==> src/rtl/muldiv_unit_if.sv <==
// Request/response bundle between the execute stage and the HI/LO
// multiply/divide unit.
//   start/op/src_a/src_b : issue MULT/MULTU/DIV/DIVU with latched operands
//   hilo_wr/wr_data      : MTHI (bit1) / MTLO (bit0) writes while idle
//   flush                : cancel the in-flight operation
//   busy/done/div_by_zero: status back to the hazard logic
//   hi/lo                : architectural HI/LO registers for MFHI/MFLO
interface muldiv_unit_if #(
    parameter int WIDTH = 32
);
    logic             start;
    logic [1:0]       op;
    logic [WIDTH-1:0] src_a;
    logic [WIDTH-1:0] src_b;
    logic [1:0]       hilo_wr;
    logic [WIDTH-1:0] wr_data;
    logic             flush;
    logic             busy;
    logic             done;
    logic             div_by_zero;
    logic [WIDTH-1:0] hi;
    logic [WIDTH-1:0] lo;

    modport master (
        output start, op, src_a, src_b, hilo_wr, wr_data, flush,
        input  busy, done, div_by_zero, hi, lo
    );

    modport slave (
        input  start, op, src_a, src_b, hilo_wr, wr_data, flush,
        output busy, done, div_by_zero, hi, lo
    );
endinterface

==> src/rtl/muldiv_unit.sv <==
// Iterative multiply/divide unit with HI/LO registers (MIPS execute stage).
//   clk   : core clock
//   n_rst : asynchronous active-low reset
//   bus   : muldiv_unit_if slave port (issue, MTHI/MTLO, flush, status, HI/LO)
// Signed operations run on magnitudes; the sign fix-up and the single
// HI/LO write happen in FIX. Multiply is shift-add (or one combinational
// product when FAST_MUL != 0); divide is restoring, one bit per cycle.
module muldiv_unit #(
    parameter int          WIDTH    = 32,
    parameter int unsigned FAST_MUL = 0
) (
    input  logic          clk,
    input  logic          n_rst,
    muldiv_unit_if.slave  bus
);

    localparam int CW = $clog2(WIDTH);

    typedef enum logic [1:0] {
        ST_IDLE,
        ST_MUL,
        ST_DIV,
        ST_FIX
    } state_t;

    state_t             r_state;
    state_t             w_next;

    logic [CW-1:0]      r_cnt;
    logic [2*WIDTH-1:0] r_acc;
    logic [WIDTH-1:0]   r_opb;
    logic               r_is_div;
    logic               r_neg_lo;
    logic               r_neg_hi;
    logic               r_dbz;
    logic [WIDTH-1:0]   r_hi;
    logic [WIDTH-1:0]   r_lo;
    logic               r_done;
    logic               r_dbz_out;

    logic               w_signed;
    logic               w_a_neg;
    logic               w_b_neg;
    logic [WIDTH-1:0]   w_abs_a;
    logic [WIDTH-1:0]   w_abs_b;
    logic [2*WIDTH-1:0] w_fast_prod;
    logic               w_accept;
    logic               w_hilo_en;
    logic               w_fix_wr;
    logic               w_last;

    logic [WIDTH-1:0]   w_addend;
    logic [WIDTH:0]     w_mul_sum;
    logic [2*WIDTH-1:0] w_mul_next;
    logic [WIDTH:0]     w_div_shift;
    logic [WIDTH:0]     w_div_diff;
    logic               w_div_ge;
    logic [2*WIDTH-1:0] w_div_next;

    logic [2*WIDTH-1:0] w_mul_res;
    logic [WIDTH-1:0]   w_quot;
    logic [WIDTH-1:0]   w_rem;
    logic [WIDTH-1:0]   w_res_hi;
    logic [WIDTH-1:0]   w_res_lo;

    // Operand magnitudes (op[0]=0 selects the signed variants)
    assign w_signed = ~bus.op[0];
    assign w_a_neg  = w_signed & bus.src_a[WIDTH-1];
    assign w_b_neg  = w_signed & bus.src_b[WIDTH-1];
    assign w_abs_a  = w_a_neg ? -bus.src_a : bus.src_a;
    assign w_abs_b  = w_b_neg ? -bus.src_b : bus.src_b;

    generate
        if (FAST_MUL != 0) begin : g_fast
            assign w_fast_prod = {{WIDTH{1'b0}}, w_abs_a} * {{WIDTH{1'b0}}, w_abs_b};
        end else begin : g_iter
            assign w_fast_prod = '0;
        end
    endgenerate

    // Flush in IDLE masks both start and hilo_wr; start beats hilo_wr
    assign w_accept  = (r_state == ST_IDLE) && bus.start && !bus.flush;
    assign w_hilo_en = (r_state == ST_IDLE) && !bus.start && !bus.flush;
    assign w_fix_wr  = (r_state == ST_FIX) && !bus.flush;
    assign w_last    = (r_cnt == '0);

    // Shift-add: acc = {partial product, remaining multiplier bits}
    assign w_addend   = r_acc[0] ? r_opb : '0;
    assign w_mul_sum  = {1'b0, r_acc[2*WIDTH-1:WIDTH]} + {1'b0, w_addend};
    assign w_mul_next = {w_mul_sum, r_acc[WIDTH-1:1]};

    // Restoring divide: acc = {partial remainder, dividend/quotient bits}.
    // The shifted remainder needs WIDTH+1 bits; its MSB of the difference
    // is a clean borrow because remainder < divisor.
    assign w_div_shift = {r_acc[2*WIDTH-1:WIDTH], r_acc[WIDTH-1]};
    assign w_div_diff  = w_div_shift - {1'b0, r_opb};
    assign w_div_ge    = ~w_div_diff[WIDTH];
    assign w_div_next  = {(w_div_ge ? w_div_diff[WIDTH-1:0] : w_div_shift[WIDTH-1:0]),
                          r_acc[WIDTH-2:0], w_div_ge};

    // Sign correction. A zero divisor leaves the dividend magnitude as the
    // remainder, so the dividend-sign fix-up restores src_a in HI.
    assign w_mul_res = r_neg_lo ? -r_acc : r_acc;
    assign w_quot    = r_neg_lo ? -r_acc[WIDTH-1:0] : r_acc[WIDTH-1:0];
    assign w_rem     = r_neg_hi ? -r_acc[2*WIDTH-1:WIDTH] : r_acc[2*WIDTH-1:WIDTH];
    assign w_res_hi  = r_is_div ? w_rem : w_mul_res[2*WIDTH-1:WIDTH];
    assign w_res_lo  = r_is_div ? (r_dbz ? '1 : w_quot) : w_mul_res[WIDTH-1:0];

    always_ff @(posedge clk or negedge n_rst) begin
        if (!n_rst) begin
            r_state <= ST_IDLE;
        end else begin
            r_state <= w_next;
        end
    end

    always_comb begin
        w_next = r_state;
        case (r_state)
            ST_IDLE: begin
                if (w_accept) begin
                    if (bus.op[1]) begin
                        w_next = ST_DIV;
                    end else if (FAST_MUL != 0) begin
                        w_next = ST_FIX;
                    end else begin
                        w_next = ST_MUL;
                    end
                end
            end
            ST_MUL, ST_DIV: begin
                if (bus.flush) begin
                    w_next = ST_IDLE;
                end else if (w_last) begin
                    w_next = ST_FIX;
                end
            end
            ST_FIX:  w_next = ST_IDLE;
            default: w_next = ST_IDLE;
        endcase
    end

    always_ff @(posedge clk or negedge n_rst) begin
        if (!n_rst) begin
            r_cnt    <= '0;
            r_acc    <= '0;
            r_opb    <= '0;
            r_is_div <= 1'b0;
            r_neg_lo <= 1'b0;
            r_neg_hi <= 1'b0;
            r_dbz    <= 1'b0;
        end else if (w_accept) begin
            r_opb    <= w_abs_b;
            r_cnt    <= CW'(WIDTH - 1);
            r_is_div <= bus.op[1];
            r_dbz    <= bus.op[1] && (bus.src_b == '0);
            r_neg_lo <= w_a_neg ^ w_b_neg;
            if (bus.op[1]) begin
                r_acc    <= {{WIDTH{1'b0}}, w_abs_a};
                r_neg_hi <= w_a_neg;
            end else begin
                r_acc    <= (FAST_MUL != 0) ? w_fast_prod : {{WIDTH{1'b0}}, w_abs_a};
                r_neg_hi <= w_a_neg ^ w_b_neg;
            end
        end else if (r_state == ST_MUL) begin
            r_acc <= w_mul_next;
            r_cnt <= r_cnt - 1'b1;
        end else if (r_state == ST_DIV) begin
            r_acc <= w_div_next;
            r_cnt <= r_cnt - 1'b1;
        end
    end

    always_ff @(posedge clk or negedge n_rst) begin
        if (!n_rst) begin
            r_hi      <= '0;
            r_lo      <= '0;
            r_done    <= 1'b0;
            r_dbz_out <= 1'b0;
        end else begin
            r_done    <= w_fix_wr;
            r_dbz_out <= w_fix_wr & r_dbz;
            if (w_fix_wr) begin
                r_hi <= w_res_hi;
                r_lo <= w_res_lo;
            end else if (w_hilo_en) begin
                if (bus.hilo_wr[1]) r_hi <= bus.wr_data;
                if (bus.hilo_wr[0]) r_lo <= bus.wr_data;
            end
        end
    end

    assign bus.busy        = (r_state != ST_IDLE);
    assign bus.done        = r_done;
    assign bus.div_by_zero = r_dbz_out;
    assign bus.hi          = r_hi;
    assign bus.lo          = r_lo;

endmodule

==> src/flat_wrapper.sv <==
// flat-port wrapper written by rule: the top's interface ports become plain ports
module muldiv_unit_flat 
#(
    parameter int          WIDTH    = 32,
    parameter int unsigned FAST_MUL = 0
)
  (clk, n_rst, bus_start, bus_op, bus_src_a, bus_src_b, bus_hilo_wr, bus_wr_data, bus_flush, bus_busy, bus_done, bus_div_by_zero, bus_hi, bus_lo);
  muldiv_unit_if #(.WIDTH(WIDTH)) bus_i ();
  input  logic clk;
  input  logic n_rst;
  input wire logic [$bits(bus_i.start)-1:0] bus_start;
  input wire logic [$bits(bus_i.op)-1:0] bus_op;
  input wire logic [$bits(bus_i.src_a)-1:0] bus_src_a;
  input wire logic [$bits(bus_i.src_b)-1:0] bus_src_b;
  input wire logic [$bits(bus_i.hilo_wr)-1:0] bus_hilo_wr;
  input wire logic [$bits(bus_i.wr_data)-1:0] bus_wr_data;
  input wire logic [$bits(bus_i.flush)-1:0] bus_flush;
  output wire logic [$bits(bus_i.busy)-1:0] bus_busy;
  output wire logic [$bits(bus_i.done)-1:0] bus_done;
  output wire logic [$bits(bus_i.div_by_zero)-1:0] bus_div_by_zero;
  output wire logic [$bits(bus_i.hi)-1:0] bus_hi;
  output wire logic [$bits(bus_i.lo)-1:0] bus_lo;
  assign bus_i.start = bus_start;
  assign bus_i.op = bus_op;
  assign bus_i.src_a = bus_src_a;
  assign bus_i.src_b = bus_src_b;
  assign bus_i.hilo_wr = bus_hilo_wr;
  assign bus_i.wr_data = bus_wr_data;
  assign bus_i.flush = bus_flush;
  assign bus_busy = bus_i.busy;
  assign bus_done = bus_i.done;
  assign bus_div_by_zero = bus_i.div_by_zero;
  assign bus_hi = bus_i.hi;
  assign bus_lo = bus_i.lo;
  muldiv_unit #(.WIDTH(WIDTH), .FAST_MUL(FAST_MUL)) u_core (.clk(clk), .n_rst(n_rst), .bus(bus_i));
endmodule
==> config.mk <==
export PLATFORM = sky130hd
export DESIGN_NAME = muldiv_unit_flat
export DESIGN_NICKNAME = d
export VERILOG_FILES = /design/src/rtl/muldiv_unit_if.sv /design/src/rtl/muldiv_unit.sv /design/src/flat_wrapper.sv
export SDC_FILE = /design/constraint.sdc
export NUM_CORES = 1
export LEC_CHECK = 0
export CAP_MARGIN = 30
export CORE_MARGIN = 2
export CORE_UTILIZATION = 40
export DETAILED_ROUTE_END_ITERATION = 16
export PLACE_DENSITY_LB_ADDON = 0.2
export SLEW_MARGIN = 20
export SYNTH_ARGS = -nofsm -noshare
export SYNTH_HDL_FRONTEND = slang
export SYNTH_SLANG_ARGS = --single-unit
==> constraint.sdc <==
create_clock -name clk -period 2.9 [get_ports clk]
set_input_delay 0.58 -clock clk [delete_from_list [all_inputs] [get_ports clk]]
set_output_delay 0.58 -clock clk [all_outputs]
set_load 0.03 [all_outputs]
* Yosys cells after proc, flatten, opt, wreduce, memory -nomap -nowiden *
Cells that the tools add are included.

storage, ports and cells
  bits in registers = 173
  input port bits = 104
  output and inout bits = 67

cells by class
  $add $sub $neg = 8
  eq/ne operators = 5
  multiplexer cells = 28
  bitwise gates (word level) = 6
  reduce and logical (&&, ||, !) cells = 20

operators by type and width
  cell                 number
  $mux 32              15
  $mux 64              4
  $neg 32->32          4
  $neg 64->64          1
  $add 32x32->33       1
  $sub 33x32->33       1
  $logic_not 32->1     1
  $mux 5               3
  $mux 2               4
  $reduce_bool 2->1    4
  $logic_and 1x1->1    6
  $pmux 2 s3           1
  $reduce_and 2->1     3
  $logic_not 5->1      1
  $sub 5x1->5 const B  1
  $eq 2x2->1 const B   2
  $and 1x1->1          3
  $ne 3x2->1 const B   1
  $reduce_bool 3->1    1
  $eq 2x1->1 const B   1
  $logic_not 1->1      2
  $logic_not 2->1      1
  $ne 2x1->1 const B   1
  $not 1->1            2
  3 further kinds      3

* Depth between registers and ports, before layout *
  depth after elaboration = 5
  mapped depth = 14

* Least setup slack after synthesis *
Ideal clock, no wire load.

  path type = register to register
  from = register u_core.r_acc[0]
  to = register u_core.r_acc[63]
  library setup time = 94 ps
  arrival = 2844 ps
  path slack = -38 ps
  stages on the path, launching flop included = 15
  path buffers = 2
  period minus slack after synthesis = 2938 ps
  cells stage by stage = dfrtp_1 -> clkinv_1 -> clkbuf_1 -> nor2_1 -> ha_1 -> clkbuf_1 -> and4_1 -> nand2_1 -> a21o_1 -> a31oi_1 -> a211oi_1 -> nor3_1 -> a221o_1 -> a211oi_1 -> a211oi_1

between the ends
  cells in the longest elaborated chain, start to end = 4

ends and longest elaborated chain
  element                 RTL line            source
  start, declared         muldiv_unit.sv:30   logic [2*WIDTH-1:0] r_acc;
  start signal, assigned  muldiv_unit.sv:159  r_acc <= {{WIDTH{1'b0}}, w_abs_a};
  start signal, assigned  muldiv_unit.sv:162  r_acc <= (FAST_MUL != 0) ? w_fast_prod : {{WIDTH{1'b0}}, w_abs_a};
  start signal, assigned  muldiv_unit.sv:166  r_acc <= w_mul_next;
  $mux 32                 muldiv_unit.sv:88   assign w_addend = r_acc[0] ? r_opb : '0;
  $add 32x32->33          muldiv_unit.sv:89   assign w_mul_sum = {1'b0, r_acc[2*WIDTH-1:WIDTH]} + {1'b0, w_addend};
  $mux 64                 muldiv_unit.sv:165  end else if (r_state == ST_MUL) begin
  $mux 64                 muldiv_unit.sv:152  end else if (w_accept) begin

Every way passes these cells.
A chain may end at the register's enable or synchronous reset.

* Worst setup path in the final report *
  from = register u_core.r_acc[0]
  to = register u_core.r_acc[60]

The elaborated chain is that of the path after synthesis.

==> results.md <==
- Status: finished, violations left
- Failing checks: negative setup slack
- Hold Buf Count CTS: 0
- 1st-iter DRT viols: roughly 1.3k
- Post-route ant nets: 0
- Ports: around 170
- Worst skew pair latency: approximately 0.46 ns
- Die ar.: between 30000 and 40000 sq um
- Distinct cells, synth: 81
- Post-DP HPWL: about 43000 um
- Initial Util: 40.5%
- Vias per cell: around 5.7
- Final #Nets: between 2k and 2.5k
- Crit-path slowest cell: dfrtp_1
- Delay of the slowest critical-path stage: approximately 0.42 ns
- Commonest non-fill, non-tap cell in the layout: buf_4
- Routability Congestion: 0.917
- Finished Core Util: between 50% and 60%
- Placed cell area: slightly below 20000 sq um
- Top cells by area, synth: dfrtp_1, nand2_1, ha_1, mux2i_1, xnor2_1
- CP Max Fanout: 7
- Reg2reg path depth: 14
- CP Data Required Time: ~3.3 ns
- Met3 Usage GRT: roughly 5.3%
- Synthesis-to-finish area growth: 43.6%
- Grt peak-use layer: met2
- Synth top area share: 29.2%
- Async S/R FF share, synth: 100%
- Ant. Diodes: 0
- Synth warn: 0
- Longest Clk Path Bufs: 2
- Met1 GRT Util: a little over 40%
- FP Rows: 70
- Port buffer count: 170
- # setup viols final: 14
- Post-Route WL: ~56000 um
- Max-Cap Viols: 0
- Setup TNS: -0.639 ns
- Fin crit share: 104%
- Worst Setup Path Type: reg2reg
- DR pass1 iterations: 7
- Pwr dens: ~1300 nW/um^2
- WL/cell: roughly 20 um
- Chip height: roughly 200 um
- HP Class: in2async
- Top cell by count, worst path: buf_4
- Power Total: around 28 mW
- RSZ-0062 raised after global routing: yes
- CTS Sinks: between 150 and 200
- Die X: ~200 um
- Leakage: 9.12 nW
- Clk slew on worst S/H paths: approximately 0.070 ns
- CTS H-tree lvls: 4
- Synthesized instance count: approximately 1.8k
- Global Route Usage Sum: approximately 29%
- Crit-path cells: inv_4 > buf_8 > buf_4 > nor2_1 > ha_2 > buf_4 > nand4_1 > nor3_2 > a2111oi_4 > buf_4 > o31ai_2 > xor2_1 > nand2b_1 > a22o_1
- Worst vdd ir: 0.735 mV
- CTS Buf Count: 17
- Root Buffer: clkbuf_16
- GR Overflow Total: 0
- Via count: approximately 16k
- Worst-margin pin slew: 0.781 ns
- Share of layout cells above drive strength 1: 24.5%
- Most frequent cells in the layout: buf_4, nand2_1, dfrtp_1
- Vias in the first global route: between 15k and 20k
- Synth Register Bits: roughly 170
- First-pass GRT wire length: about 86000 um
- Max-slew violation count: 0
- CP endpoint kind: flip-flop
- CTS tree: built
- Synth Flop Type: dfrtp_1
- F_max: between 300 and 400 MHz
- Relative slew slack: a little under half
- Mapped Area: 14800 sq um
- Worst endpoint data arrival time: between 3 and 4 ns
- Number of remaining DRC errors: 0
- Initial antenna violation count: 0
- Met2 Use GR: a little over two fifths
- Total nets after synthesis: between 2k and 2.5k
- Final Hold Fails: 0
- Area leader, netlist: dfrtp_1
- Setup clock skew after layout: ~0.016 ns
- Post-layout min period: between 3 and 4 ns
- Avg Cell Area, Syn: around 8.0 sq um
- Cell area after layout: between 20000 and 25000 sq um
- Crit path launch type: flip-flop
- Total core area: between 30000 and 40000 sq um
- Worst setup margin: -0.110 ns
- Largest net degree at the start of global routing: 77
- Post-synth EDFFs: 0
- Sequential-to-total area share from yosys stat: 29.2%
- Fin Hold WS: 0.0990 ns
-- flip-flops by register name, summed over array words and instances (netlist names), 2 cells and up --
signal and cells:
u_core.r_cnt 5, u_core.bus.hi 32, u_core.r_acc 64, u_core.bus.lo 32, u_core.r_state 2, u_core.r_opb 32
-- per-stage QoR --
| stage | std cells | worst slack (ns) |
|---|---|---|
| floorplan | 1849 | 0.0154 |
| CTS | 2749 | -0.113 |
| detailed placement | 2710 | -0.301 |
| finish | 2771 | -0.110 |
| global placement | 2710 | -0.298 |
| global route | 2771 | -0.201 |
-- area by class of cell --
cell class                      instances  area [sq um]
Timing Repair Buffer                  531          4660
Clock inverter                         10           129
Sequential cell                       173          4330
Clock buffer                           21           480
Fill cell                            3325         15300
Inverter                               75           284
Tap cell                              468           586
Multi-Input combinational cell       1493         10800
-- critical path: cells and delay by family, from the launching register on --
kind	cells	cell delay, ns
AND/OR/NAND/NOR	4	0.75
buffers and inverters	5	0.71
AO/OA/AOI/OAI	3	0.52
flip-flops	1	0.42
adder cells (fa/ha/maj)	1	0.39
XOR/XNOR	1	0.11
-- path summary, 6_finish.rpt --
kind,slack (ns),endpoint,start
min reg2reg,0.48,u_core.r_opb[6]$_DFFE_PN0P_,u_core.r_opb[6]$_DFFE_PN0P_
min,0.1,u_core.r_opb[9]$_DFFE_PN0P_,n_rst
max reg2reg,-0.11,u_core.r_acc[60]$_DFFE_PN0P_,u_core.r_acc[0]$_DFFE_PN0P_
max,-0.11,u_core.r_acc[60]$_DFFE_PN0P_,u_core.r_acc[0]$_DFFE_PN0P_
min in group clk,0.48,u_core.r_opb[6]$_DFFE_PN0P_,u_core.r_opb[6]$_DFFE_PN0P_
max in group asynchronous,1.98,u_core.bus.lo[2]$_DFFE_PN0P_,n_rst
-- logic make-up (layout without fill, tap and decap cells) --
kind of cell | count (synthesis) | after routing | synth area share (%)
simple gates | 606 | 606 | 19.3
compound gates | 550 | 550 | 24.0
xor+xnor | 176 | 176 | 10.4
flops | 173 | 173 | 29.2
buf+inv | 183 | 637 | 4.79
fa+ha+maj | 76 | 76 | 6.52
mux | 85 | 85 | 5.76
-- power breakdown --
part | internal (mW) | switching [mW]
registers | 3.61 | 0.952
logic | 9.70 | 11.8
clock network | 1.37 | 1.08
-- routing by layer --
layer | vias up | routed length, um
met4 | 0 | 1620
met1 | 7589 | 25900
li1 | 7528 | -
met2 | 589 | 24800
met3 | 84 | 4060
met5 | - | 0
-- synthesized netlist by cell type, types with 5 or more instances --
| library cell | n |
|---|---|
| nor3_2 | 5 |
| o22ai_1 | 10 |
| and2_1 | 13 |
| mux2i_1 | 83 |
| a31oi_1 | 10 |
| o31ai_1 | 23 |
| buf_1 | 10 |
| clkbuf_1 | 89 |
| nand3_1 | 25 |
| o41ai_1 | 5 |
| o221ai_1 | 22 |
| xor2_1 | 86 |
| a32oi_1 | 34 |
| a211oi_1 | 15 |
| nor2b_1 | 19 |
| a21oi_1 | 129 |
| o211ai_1 | 42 |
| nand2b_1 | 25 |
| or4_1 | 7 |
| nor2_1 | 117 |
| buf_2 | 6 |
| o21a_1 | 7 |
| nand3b_1 | 6 |
| nor3_1 | 34 |
| inv_1 | 72 |
| o21ai_1 | 31 |
| nand2_1 | 270 |
| ha_1 | 74 |
| a22oi_1 | 5 |
| or3_1 | 22 |
| xnor2_1 | 90 |
| dfrtp_1 | 173 |
| and3_1 | 12 |
| a21o_1 | 42 |
| o21ai_0 | 130 |
| nor4_1 | 12 |
| nand4_1 | 13 |
-- timing repair --
action	CTS	global route
buffers inserted	7	25
gates resized for setup	96	130
setup endpoints to repair	35	53
cloned	2	0
pin swaps	38	84
(Power assumes the default switching activity.)
